## config.mk

```make
export PLATFORM = sky130hd
export DESIGN_NAME = rr_capture_buffer_flat
export DESIGN_NICKNAME = d
export VERILOG_FILES = /design/src/rtl/rr_capture_buffer_pkg.sv /design/src/rtl/rr_capture_buffer_if.sv /design/src/rtl/rr_capture_buffer_mod_counter.sv /design/src/rtl/rr_capture_buffer.sv /design/src/flat_wrapper.sv
export SDC_FILE = /design/constraint.sdc
export NUM_CORES = 1
export LEC_CHECK = 0
export ABC_CLOCK_PERIOD_IN_PS = 2400
export BUFFER_PORTS_ARGS = -buffer_cell sky130_fd_sc_hd__buf_4
export CAP_MARGIN = 20
export CORE_MARGIN = 2
export CORE_UTILIZATION = 40
export CTS_CLUSTER_SIZE = 16
export DETAILED_ROUTE_END_ITERATION = 8
export GPL_TIMING_DRIVEN = 0
export PLACE_DENSITY = 0.62
export SLEW_MARGIN = 20
export SYNTH_ARGS = -nofsm -noshare
export SYNTH_HDL_FRONTEND = slang
export SYNTH_HIERARCHICAL = 1
export SYNTH_SLANG_ARGS = --single-unit
```

## constraint.sdc

```tcl
create_clock -name clk -period 2.4 [get_ports clk]
set_input_delay 0.24 -clock clk [delete_from_list [all_inputs] [get_ports clk]]
set_output_delay 0.24 -clock clk [all_outputs]
set_load 0.03 [all_outputs]
```

## src/rtl/rr_capture_buffer_pkg.sv

```systemverilog
// ---------------------------------------------------------------------------
// rr_capture_buffer_pkg
// Shared definitions for the round-robin capture buffer:
//   - clog2()                 : width helper, never returns less than 1
//   - RR_CAPTURE_BUFFER_SLICE : picks word idx out of a flattened bus
//   - RESET_*                 : reset values of the single-bit status flops
// No ports (package).
// ---------------------------------------------------------------------------
`ifndef RR_CAPTURE_BUFFER_SLICE
`define RR_CAPTURE_BUFFER_SLICE(vec, idx, width) vec[(idx)*(width) +: (width)]
`endif

package rr_capture_buffer_pkg;

    // Minimum result is 1 so that a one-value field still gets a real bit.
    function automatic int clog2(input int value);
        int result;
        int remaining;
        result    = 0;
        remaining = value - 1;
        while (remaining > 0) begin
            result    = result + 1;
            remaining = remaining >> 1;
        end
        if (result < 1) begin
            result = 1;
        end
        return result;
    endfunction

    localparam logic RESET_RD_VALID = 1'b0;
    localparam logic RESET_OVERFLOW = 1'b0;

endpackage

```

## src/rtl/rr_capture_buffer_if.sv

```systemverilog
// ---------------------------------------------------------------------------
// rr_capture_buffer_if
// Bundles the write sources, the read port and the status flags of the
// capture buffer.
//   master : producers/consumer side (drives wr_*, fix_*, rd_en)
//   slave  : the buffer itself (drives rd_*, full, empty, count,
//            next_src, overflow)
// ---------------------------------------------------------------------------
interface rr_capture_buffer_if #(
    parameter int WIDTH = 16,
    parameter int NSRC  = 2,
    parameter int DEPTH = 4
);
    import rr_capture_buffer_pkg::*;

    localparam int SRC_W = clog2(NSRC);
    localparam int CNT_W = clog2(DEPTH + 1);

    logic                  wr_en;
    logic [NSRC*WIDTH-1:0] wr_data;
    logic                  fix_mode;
    logic [SRC_W-1:0]      fix_src;
    logic                  rd_en;
    logic [WIDTH-1:0]      rd_data;
    logic [SRC_W-1:0]      rd_src;
    logic                  rd_valid;
    logic                  full;
    logic                  empty;
    logic [CNT_W-1:0]      count;
    logic [SRC_W-1:0]      next_src;
    logic                  overflow;

    modport master (
        output wr_en, wr_data, fix_mode, fix_src, rd_en,
        input  rd_data, rd_src, rd_valid, full, empty, count, next_src, overflow
    );

    modport slave (
        input  wr_en, wr_data, fix_mode, fix_src, rd_en,
        output rd_data, rd_src, rd_valid, full, empty, count, next_src, overflow
    );

endinterface

```

## src/rtl/rr_capture_buffer_mod_counter.sv

```systemverilog
// ---------------------------------------------------------------------------
// mod_counter
// Wrapping counter 0 .. MOD-1; MOD need not be a power of two.
//   clk   : clock, rising edge
//   rst   : asynchronous active-high clear
//   inc   : advance by one this cycle
//   value : current count
// ---------------------------------------------------------------------------
module mod_counter
    import rr_capture_buffer_pkg::*;
#(
    parameter int MOD = 4
) (
    input  logic                   clk,
    input  logic                   rst,
    input  logic                   inc,
    output logic [clog2(MOD)-1:0]  value
);

    localparam int W      = clog2(MOD);
    localparam int LAST_I = MOD - 1;
    localparam logic [W-1:0] LAST = LAST_I[W-1:0];

    // Explicit wrap at MOD-1 rather than relying on natural overflow.
    always_ff @(posedge clk or posedge rst) begin
        if (rst) begin
            value <= '0;
        end else if (inc) begin
            value <= (value == LAST) ? '0 : value + 1'b1;
        end
    end

endmodule

```

## src/rtl/rr_capture_buffer.sv

```systemverilog
// ---------------------------------------------------------------------------
// rr_capture_buffer
// Captures one word per accepted write from one of NSRC sources (round-robin
// or fixed selection), buffers DEPTH entries oldest-first and returns them
// through a registered read port tagged with the source index.
//   clk : clock, rising edge
//   rst : asynchronous active-high reset
//   bus : rr_capture_buffer_if.slave
//         in : wr_en, wr_data, fix_mode, fix_src, rd_en
//         out: rd_data, rd_src, rd_valid, full, empty, count, next_src,
//              overflow
// ---------------------------------------------------------------------------
module rr_capture_buffer
    import rr_capture_buffer_pkg::*;
#(
    parameter int WIDTH = 16,
    parameter int NSRC  = 2,
    parameter int DEPTH = 4
) (
    input  logic                 clk,
    input  logic                 rst,
    rr_capture_buffer_if.slave   bus
);

    localparam int SRC_W   = clog2(NSRC);
    localparam int CNT_W   = clog2(DEPTH + 1);
    localparam int PTR_W   = clog2(DEPTH);
    localparam int ENTRY_W = WIDTH + SRC_W;

    localparam logic [SRC_W:0]   NSRC_EXT   = NSRC[SRC_W:0];
    localparam logic [CNT_W-1:0] DEPTH_CNT  = DEPTH[CNT_W-1:0];

    logic [SRC_W-1:0]   rr_ptr;
    logic [SRC_W-1:0]   fix_clamped;
    logic [SRC_W-1:0]   sel;
    logic [WIDTH-1:0]   picked;
    logic [PTR_W-1:0]   wr_ptr;
    logic [PTR_W-1:0]   rd_ptr;
    logic [CNT_W-1:0]   count_q;
    logic               overflow_q;
    logic               rd_valid_q;
    logic [WIDTH-1:0]   rd_data_q;
    logic [SRC_W-1:0]   rd_src_q;
    logic [ENTRY_W-1:0] mem [DEPTH];

    logic full_w;
    logic empty_w;
    logic wr_accept;
    logic rd_accept;
    logic drop;

    assign full_w  = (count_q == DEPTH_CNT);
    assign empty_w = (count_q == '0);

    // A write into a full buffer is still taken when a pop frees the oldest
    // slot on the same edge. A pop on an empty buffer is never taken, so a
    // simultaneous write/pop on empty has no fall-through.
    assign wr_accept = bus.wr_en && (!full_w || bus.rd_en);
    assign rd_accept = bus.rd_en && !empty_w;
    assign drop      = bus.wr_en && full_w && !bus.rd_en;

    // Out-of-range fixed selections fall back to source 0.
    always_comb begin
        fix_clamped = ({1'b0, bus.fix_src} < NSRC_EXT) ? bus.fix_src : '0;
        sel         = bus.fix_mode ? fix_clamped : rr_ptr;
    end

    // Constant-index mux keeps every slice in range even when NSRC is not
    // a power of two.
    always_comb begin
        picked = '0;
        for (int k = 0; k < NSRC; k++) begin
            if (sel == k[SRC_W-1:0]) begin
                picked = `RR_CAPTURE_BUFFER_SLICE(bus.wr_data, k, WIDTH);
            end
        end
    end

    // The round-robin pointer only moves for writes it actually chose, so
    // fixed-mode traffic leaves it parked where round-robin left off.
    mod_counter #(.MOD(NSRC)) u_rr_ptr (
        .clk   (clk),
        .rst   (rst),
        .inc   (wr_accept && !bus.fix_mode),
        .value (rr_ptr)
    );

    mod_counter #(.MOD(DEPTH)) u_wr_ptr (
        .clk   (clk),
        .rst   (rst),
        .inc   (wr_accept),
        .value (wr_ptr)
    );

    mod_counter #(.MOD(DEPTH)) u_rd_ptr (
        .clk   (clk),
        .rst   (rst),
        .inc   (rd_accept),
        .value (rd_ptr)
    );

    // Storage has no reset; contents are only ever read after being written.
    always_ff @(posedge clk) begin
        if (wr_accept) begin
            mem[wr_ptr] <= {sel, picked};
        end
    end

    // Occupancy, sticky overflow and the registered read port. When full
    // with a simultaneous write, the read samples the old entry at rd_ptr
    // before the write lands in the same slot.
    always_ff @(posedge clk or posedge rst) begin
        if (rst) begin
            count_q    <= '0;
            overflow_q <= RESET_OVERFLOW;
            rd_valid_q <= RESET_RD_VALID;
            rd_data_q  <= '0;
            rd_src_q   <= '0;
        end else begin
            if (wr_accept && !rd_accept) begin
                count_q <= count_q + 1'b1;
            end else if (rd_accept && !wr_accept) begin
                count_q <= count_q - 1'b1;
            end
            if (drop) begin
                overflow_q <= 1'b1;
            end
            rd_valid_q <= rd_accept;
            if (rd_accept) begin
                {rd_src_q, rd_data_q} <= mem[rd_ptr];
            end
        end
    end

    assign bus.rd_data  = rd_data_q;
    assign bus.rd_src   = rd_src_q;
    assign bus.rd_valid = rd_valid_q;
    assign bus.full     = full_w;
    assign bus.empty    = empty_w;
    assign bus.count    = count_q;
    assign bus.next_src = sel;
    assign bus.overflow = overflow_q;

endmodule

```

## src/flat_wrapper.sv

```systemverilog
// flat-port wrapper written by rule: the top's interface ports become plain ports
module rr_capture_buffer_flat import rr_capture_buffer_pkg::*;
#(
    parameter int WIDTH = 16,
    parameter int NSRC  = 2,
    parameter int DEPTH = 4
)
  (clk, rst, bus_wr_en, bus_wr_data, bus_fix_mode, bus_fix_src, bus_rd_en, bus_rd_data, bus_rd_src, bus_rd_valid, bus_full, bus_empty, bus_count, bus_next_src, bus_overflow);
  rr_capture_buffer_if #(.WIDTH(WIDTH), .NSRC(NSRC), .DEPTH(DEPTH)) bus_i ();
  input  logic clk;
  input  logic rst;
  input wire logic [$bits(bus_i.wr_en)-1:0] bus_wr_en;
  input wire logic [$bits(bus_i.wr_data)-1:0] bus_wr_data;
  input wire logic [$bits(bus_i.fix_mode)-1:0] bus_fix_mode;
  input wire logic [$bits(bus_i.fix_src)-1:0] bus_fix_src;
  input wire logic [$bits(bus_i.rd_en)-1:0] bus_rd_en;
  output wire logic [$bits(bus_i.rd_data)-1:0] bus_rd_data;
  output wire logic [$bits(bus_i.rd_src)-1:0] bus_rd_src;
  output wire logic [$bits(bus_i.rd_valid)-1:0] bus_rd_valid;
  output wire logic [$bits(bus_i.full)-1:0] bus_full;
  output wire logic [$bits(bus_i.empty)-1:0] bus_empty;
  output wire logic [$bits(bus_i.count)-1:0] bus_count;
  output wire logic [$bits(bus_i.next_src)-1:0] bus_next_src;
  output wire logic [$bits(bus_i.overflow)-1:0] bus_overflow;
  assign bus_i.wr_en = bus_wr_en;
  assign bus_i.wr_data = bus_wr_data;
  assign bus_i.fix_mode = bus_fix_mode;
  assign bus_i.fix_src = bus_fix_src;
  assign bus_i.rd_en = bus_rd_en;
  assign bus_rd_data = bus_i.rd_data;
  assign bus_rd_src = bus_i.rd_src;
  assign bus_rd_valid = bus_i.rd_valid;
  assign bus_full = bus_i.full;
  assign bus_empty = bus_i.empty;
  assign bus_count = bus_i.count;
  assign bus_next_src = bus_i.next_src;
  assign bus_overflow = bus_i.overflow;
  rr_capture_buffer #(.WIDTH(WIDTH), .NSRC(NSRC), .DEPTH(DEPTH)) u_core (.clk(clk), .rst(rst), .bus(bus_i));
endmodule
```

==> out/summary.txt, run 1 <==
Synth warn: 6
Final Hold Vio Count: 0
Critical setup path kind: flip-flop to flip-flop
Final WL: 6.59 mm
Num CTS Buffers: 9
Sequential fraction of the synthesis area: 0.709
Worst vdd ir: 0.000333 V
Clk pin slew, worst setup/hold paths: 0.09 ns
Crit. End Element: flip-flop
Layout cell share with drive strength beyond 1: 0.552
Initial DRC count: 73
Slew HR: 0.353
Grt total ovfl: 0
Max Cap Viol: 0
Ranking of synthesized cells by area: edfxtp_1, dfrtp_1, mux2_2
Type of origin of the critical path: flip-flop
Die ar.: 0.0104 sq mm
Unrepaired setup endpoints after global routing: false
Synth Instances: 188
Tmin final: 2.30 ns
Measured slew at the worst slew-check pin: 0.971 ns
WL per Instance: 16.5 um
Syn avg cell area: 20.4 sq um
Yosys cell types: 23
Vias in the first global route: 1916
Post-Syn Area: 0.00383 sq mm
Total GRT Usage: 0.138
Fin Hold WS: 0.114 ns
Placed cells: 382
Dpl hpwl: 4.51 mm
Total power: 0.00587 W
Slew Viols, Final: 0
Post-synth top area cell: edfxtp_1
Pleak: 1.81 nW
Status: completed
Row count: 35
#FFs+latches synth: 95
Fin crit share: 0.958
Initial antenna violation count: 0
Detail Route Antenna Nets: 0
Mapped Nets: 230
Die X: 102 um
ANT cells: 0
TritonCTS clock tree: done
Worst path required time: 2.65 ns
Hold Path Class: primary input to flip-flop
Initial Utilization: 0.413
GP Congestion: 0.675
Insertion delay to the later sink of the worst-skew pair: 0.35 ns
Layout Skew: 0.0107 ns
Pwr dens: 1230 mW/mm^2
Drc violations: 0
Max Root-Sink Buffers: 2
Fin Setup TNS: 0 ns
First-pass GRT wire length: 10.3 mm
Sink Count: 95
Pin count of the biggest net entering global routing: 23
Avg Vias per Cell: 4.82
Cell Area, Placed: 0.00455 sq mm
Final instance area: 0.00477 sq mm
CTS root buffer: clkbuf_8
Non-filler instance count after layout: 399
Final setup viols: 0
Crit Path Max Fanout: 6
Htree depth: 3
Fmax: 0.435 GHz
Input/output buffers: 62
CORE AREA: 0.00928 sq mm
Via count: 1922
Syn-to-layout area delta: 24.6%
Final nets: 307
R2r setup slk: 0.10 ns
Num ports: 63
Post-synth top area share: 0.533
WP data arrival: 2.55 ns
Die Span Y: 102 um
TritonRoute pass-1 iters: 4
==> kinds of logic (layout without fill, tap and decap cells) <==
group,Yosys count,in the layout,share of synthesized area
adder cells (fa/ha/maj),4,4,0.0150
multiplexers,56,56,0.219
buffers and inverters,15,97,0.0245
XOR/XNOR,4,4,0.00915
flip-flops,95,95,0.709
AND/OR/NAND/NOR,13,13,0.0209
AO/OA/AOI/OAI,1,1,0.00196
==> state kept, by name, summed over array words and instances, names as in the netlist <==
name / flops
u_core/bus.rd_data: 16
u_core/bus.overflow: 1
u_core/mem: 68
u_core/bus.rd_src: 1
u_core/bus.count: 3
u_core/u_rr_ptr/value: 1
u_core/bus.rd_valid: 1
u_core/u_wr_ptr/value: 2
u_core/u_rd_ptr/value: 2
==> worst paths after layout <==
path                                          to                 from  cells after the start
max                          u_core/bus.count[1]  u_core/bus.count[0]                      7
min                          u_core/bus.overflow            bus_wr_en                      2
max reg2reg                  u_core/bus.count[1]  u_core/bus.count[0]                      7
min reg2reg                  u_core/bus.overflow  u_core/bus.overflow                      1
max in group asynchronous    u_core/bus.count[1]                  rst                      3
min in group asynchronous  u_core/u_rr_ptr/value                  rst                      3
==> final cells by class <==
type                       count  area [sq um]
sequential                    95          2720
fill                         786          4510
timing repair buffer          66           520
multi-input combinational     78          1070
tap                          129           161
clock buffer                   9           124
inverter                       8          30.0
clock inverter                 7          72.6
buffer                         7          71.3
==> worst max-delay path: stages, from the launching register on <==
cell	delay (ns)
dfrtp_2	0.48
nor4b_2	0.38
nand2b_4	0.26
inv_1	0.11
ha_1	0.23
inv_1	0.07
fa_1	0.40
mux2_2	0.26
==> cells in the final DEF (no fill, tap or decap), drive strengths merged, types with 2 or more instances in the layout <==
cell,count
mux2,38
clkbuf,9
dfrtp,27
nand2b,2
nor2,4
ha,3
nor3b,3
buf,72
clkinvlp,2
nor3,2
mux4,17
clkinv,3
xor2,3
inv,9
edfxtp,68
==> layer usage <==
layer / wire length [um] / up-vias / global-route usage
met5: 0 / - / 0
met4: 123 / 0 / 0.0636
met3: 272 / 10 / 0.0260
met2: 3290 / 49 / 0.220
met1: 2900 / 972 / 0.184
li1: - / 891 / -
==> through the flow <==
| stage | util | setup slack [ns] |
|---|---|---|
| 6_report | 0.514 | 0.102 |
| 3_3_place_gp | 0.483 | -0.211 |
| 3_5_place_dp | 0.490 | -0.185 |
| 2_1_floorplan | - | 0.0284 |
| 5_1_grt | 0.514 | 0.00342 |
| 4_1_cts | 0.514 | 0.0837 |
==> timing repair <==
action | in CTS | in global routing
endpoints found under the setup margin | 19 | 1
hold endpoints to repair | 5 | 0
resized for setup | 3 | 1
hold buffers | 1 | 0
setup buffers | 0 | 0
==> Yosys cell counts, drive strengths merged <==
master / n
xor2: 3
inv: 8
dfrtp: 27
nor3: 2
mux4: 17
buf: 7
a21o: 1
nand2b: 2
ha: 3
nor2: 4
xnor2: 1
edfxtp: 68
and3: 1
nor3b: 3
nor4b: 1
mux2: 38
fa: 1
mux2i: 1
==> where the power goes <==
group	switching, W	internal [W]
Sequential	0.000254	0.00233
Clock	0.000550	0.000483
Combinational	0.00114	0.00111
(Power assumes the default switching activity.)
==> run 2: changes to the inputs <==
--- a/config.mk
+++ b/config.mk
@@ -13,7 +13,7 @@
 export CTS_CLUSTER_SIZE = 16
 export DETAILED_ROUTE_END_ITERATION = 8
 export GPL_TIMING_DRIVEN = 0
-export PLACE_DENSITY = 0.62
+export PLACE_DENSITY_LB_ADDON = 0.25
 export SLEW_MARGIN = 20
 export SYNTH_ARGS = -nofsm -noshare
 export SYNTH_HDL_FRONTEND = slang
==> run 2 against run 1 <==
Net effect: total power rose by 0.23%; register-to-register slack improved by 0.03 ns; first-iteration DRC count fell by 4.1%; critical path type unchanged.
==> out/summary.txt, run 2 (synthesis results as in run 1) <==
Status: completed
Critical setup path kind: flip-flop to flip-flop
Fmax: 0.441 GHz (+1.4%)
Via count: 1910 (-0.62%)
Pwr dens: 1230 mW/mm^2 (+0.31%)
Crit Path Max Fanout: 10 (+4)
Min-Delay Startpoint: bus_wr_en
Die X: 102 um (unchanged)
Htree depth: 3 (unchanged)
Final setup viols: 0 (unchanged)
Worst vdd ir: 0.000377 V (+13%)
Total GRT Usage: 0.137 (-0.000688)
Slew HR: 0.379 (+0.0258)
Measured slew at the worst slew-check pin: 0.931 ns (-0.0398 ns)
Sink Count: 95 (unchanged)
RR Endpoint: u_core/bus.count[2]
Vias in the first global route: 1985 (+3.6%)
Hold Path Class: primary input to flip-flop
Input/output buffers: 62 (unchanged)
Placed cells: 382 (unchanged)
Non-filler instance count after layout: 399 (unchanged)
Final Hold Vio Count: 0 (unchanged)
Unrepaired setup endpoints after global routing: true
Max reg flops: 68 (unchanged)
Dpl hpwl: 4.44 mm (-1.4%)
Initial DRC count: 70 (-4.1%)
CTS root buffer: clkbuf_8
Layout Skew: 0.0133 ns (+0.00265 ns)
ANT cells: 0 (unchanged)
WL per Instance: 16.3 um (-1.4%)
R2r setup slk: 0.13 ns (+0.03 ns)
Fin crit share: 0.944 (-0.0132)
GP Congestion: 0.662 (-2.0%)
Critical Path End: u_core/bus.count[2]
Die ar.: 0.0104 sq mm (unchanged)
Max Cap Viol: 0 (unchanged)
First-pass GRT wire length: 10.2 mm (-0.20%)
Most frequent cells in the layout: edfxtp_1, buf_4, mux2_2
Initial antenna violation count: 0 (unchanged)
Slew Viols, Final: 0 (unchanged)
Initial Utilization: 0.413 (unchanged)
Final core occ: 0.514 (about the same)
Clk pin slew, worst setup/hold paths: 0.09 ns (about the same)
Type of origin of the critical path: flip-flop
Final nets: 307 (unchanged)
Die Span Y: 102 um (unchanged)
Hold Path Stages: 2 (unchanged)
Final WL: 6.50 mm (-1.4%)
Num CTS Buffers: 9 (unchanged)
Avg Vias per Cell: 4.79 (-0.62%)
Worst path required time: 2.67 ns (+0.02 ns)
Final instance area: 0.00477 sq mm (about the same)
TritonCTS clock tree: done
Insertion delay to the later sink of the worst-skew pair: 0.36 ns (about the same)
CORE AREA: 0.00928 sq mm (unchanged)
Critical Path Start: u_core/bus.count[1]
Max Root-Sink Buffers: 2 (unchanged)
Layout cell share with drive strength beyond 1: 0.548 (-0.00370)
Cell count of the worst reg-to-reg path: 10 (+3)
Syn-to-layout area delta: 24.5% (about the same)
Cell Area, Placed: 0.00455 sq mm (about the same)
Post-CTS setup buffers: 0 (unchanged)
Detail Route Antenna Nets: 0 (unchanged)
Commonest non-fill, non-tap cell in the layout: edfxtp_1
Pleak: 1.81 nW (about the same)
Tmin final: 2.27 ns (-0.0318 ns)
Crit. End Element: flip-flop
Drc violations: 0 (unchanged)
Num ports: 63 (unchanged)
Row count: 35 (unchanged)
Grt total ovfl: 0 (unchanged)
Pin count of the biggest net entering global routing: 23 (unchanged)
Top reg by flops: u_core/mem
Reg2Reg Launch Point: u_core/bus.count[1]
WP data arrival: 2.54 ns (about the same)
TritonRoute pass-1 iters: 4 (unchanged)
[run 2: worst min-delay path by stage]
stage | end
floorplan | u_core/u_rr_ptr/value
finish | u_core/bus.overflow
CTS | u_core/bus.overflow
global route | u_core/bus.overflow
global placement | u_core/u_rr_ptr/value
detailed placement | u_core/u_rr_ptr/value
[run 2: per-stage QoR]
step                power [W]  hold WS (ns)  worst slack, ns  TNS [ns]
global placement      0.00480         0.108           -0.248     -9.60
floorplan             0.00413       -0.0313           0.0284         0
detailed placement    0.00492         0.112           -0.181    -0.236
finish                0.00588         0.117            0.133         0
global route          0.00621         0.116         -0.00205  -0.00205
CTS                   0.00596         0.102           0.0127         0
[run 2: area by class of cell]
class | instances | area [sq um]
fill | 786 | 4510
sequential | 95 | 2720
tap | 129 | 161
timing repair buffer | 66 | 517
multi-input combinational | 78 | 1070
clock inverter | 6 | 68.8
buffer | 7 | 71.3
clock buffer | 10 | 128
inverter | 8 | 30.0
[run 2: power by group]
part | switching (W) | internal (W)
registers | 0.000256 | 0.00233
clock network | 0.000550 | 0.000490
logic | 0.00115 | 0.00111
total | 0.00195 | 0.00393
[run 2: timing repair]
item / 4_1_cts / 5_1_grt
hold buffers: 1 / 0
endpoints found under the hold margin: 5 / 0
gates resized for setup: 2 / 2
endpoints found under the setup margin: 2 / 2
[run 2: metal layers]
| metal | up-vias | routed length (um) | global-route usage |
|---|---|---|---|
| met5 | - | 0 | 0 |
| met4 | 0 | 107 | 0.0585 |
| met1 | 960 | 2820 | 0.183 |
| met2 | 49 | 3290 | 0.219 |
| met3 | 9 | 288 | 0.0294 |
| li1 | 892 | - | - |
[run 2: worst max-delay path, cell delays in order, from the launching register on]
cell and delay, ns:
dfrtp_2 0.47, nor3_4 0.18, nand2b_1 0.14, buf_6 0.16, buf_6 0.17, ha_1 0.19, inv_1 0.06, fa_1 0.37
xor2_1 0.16, nor2_1 0.11, xor2_1 0.16
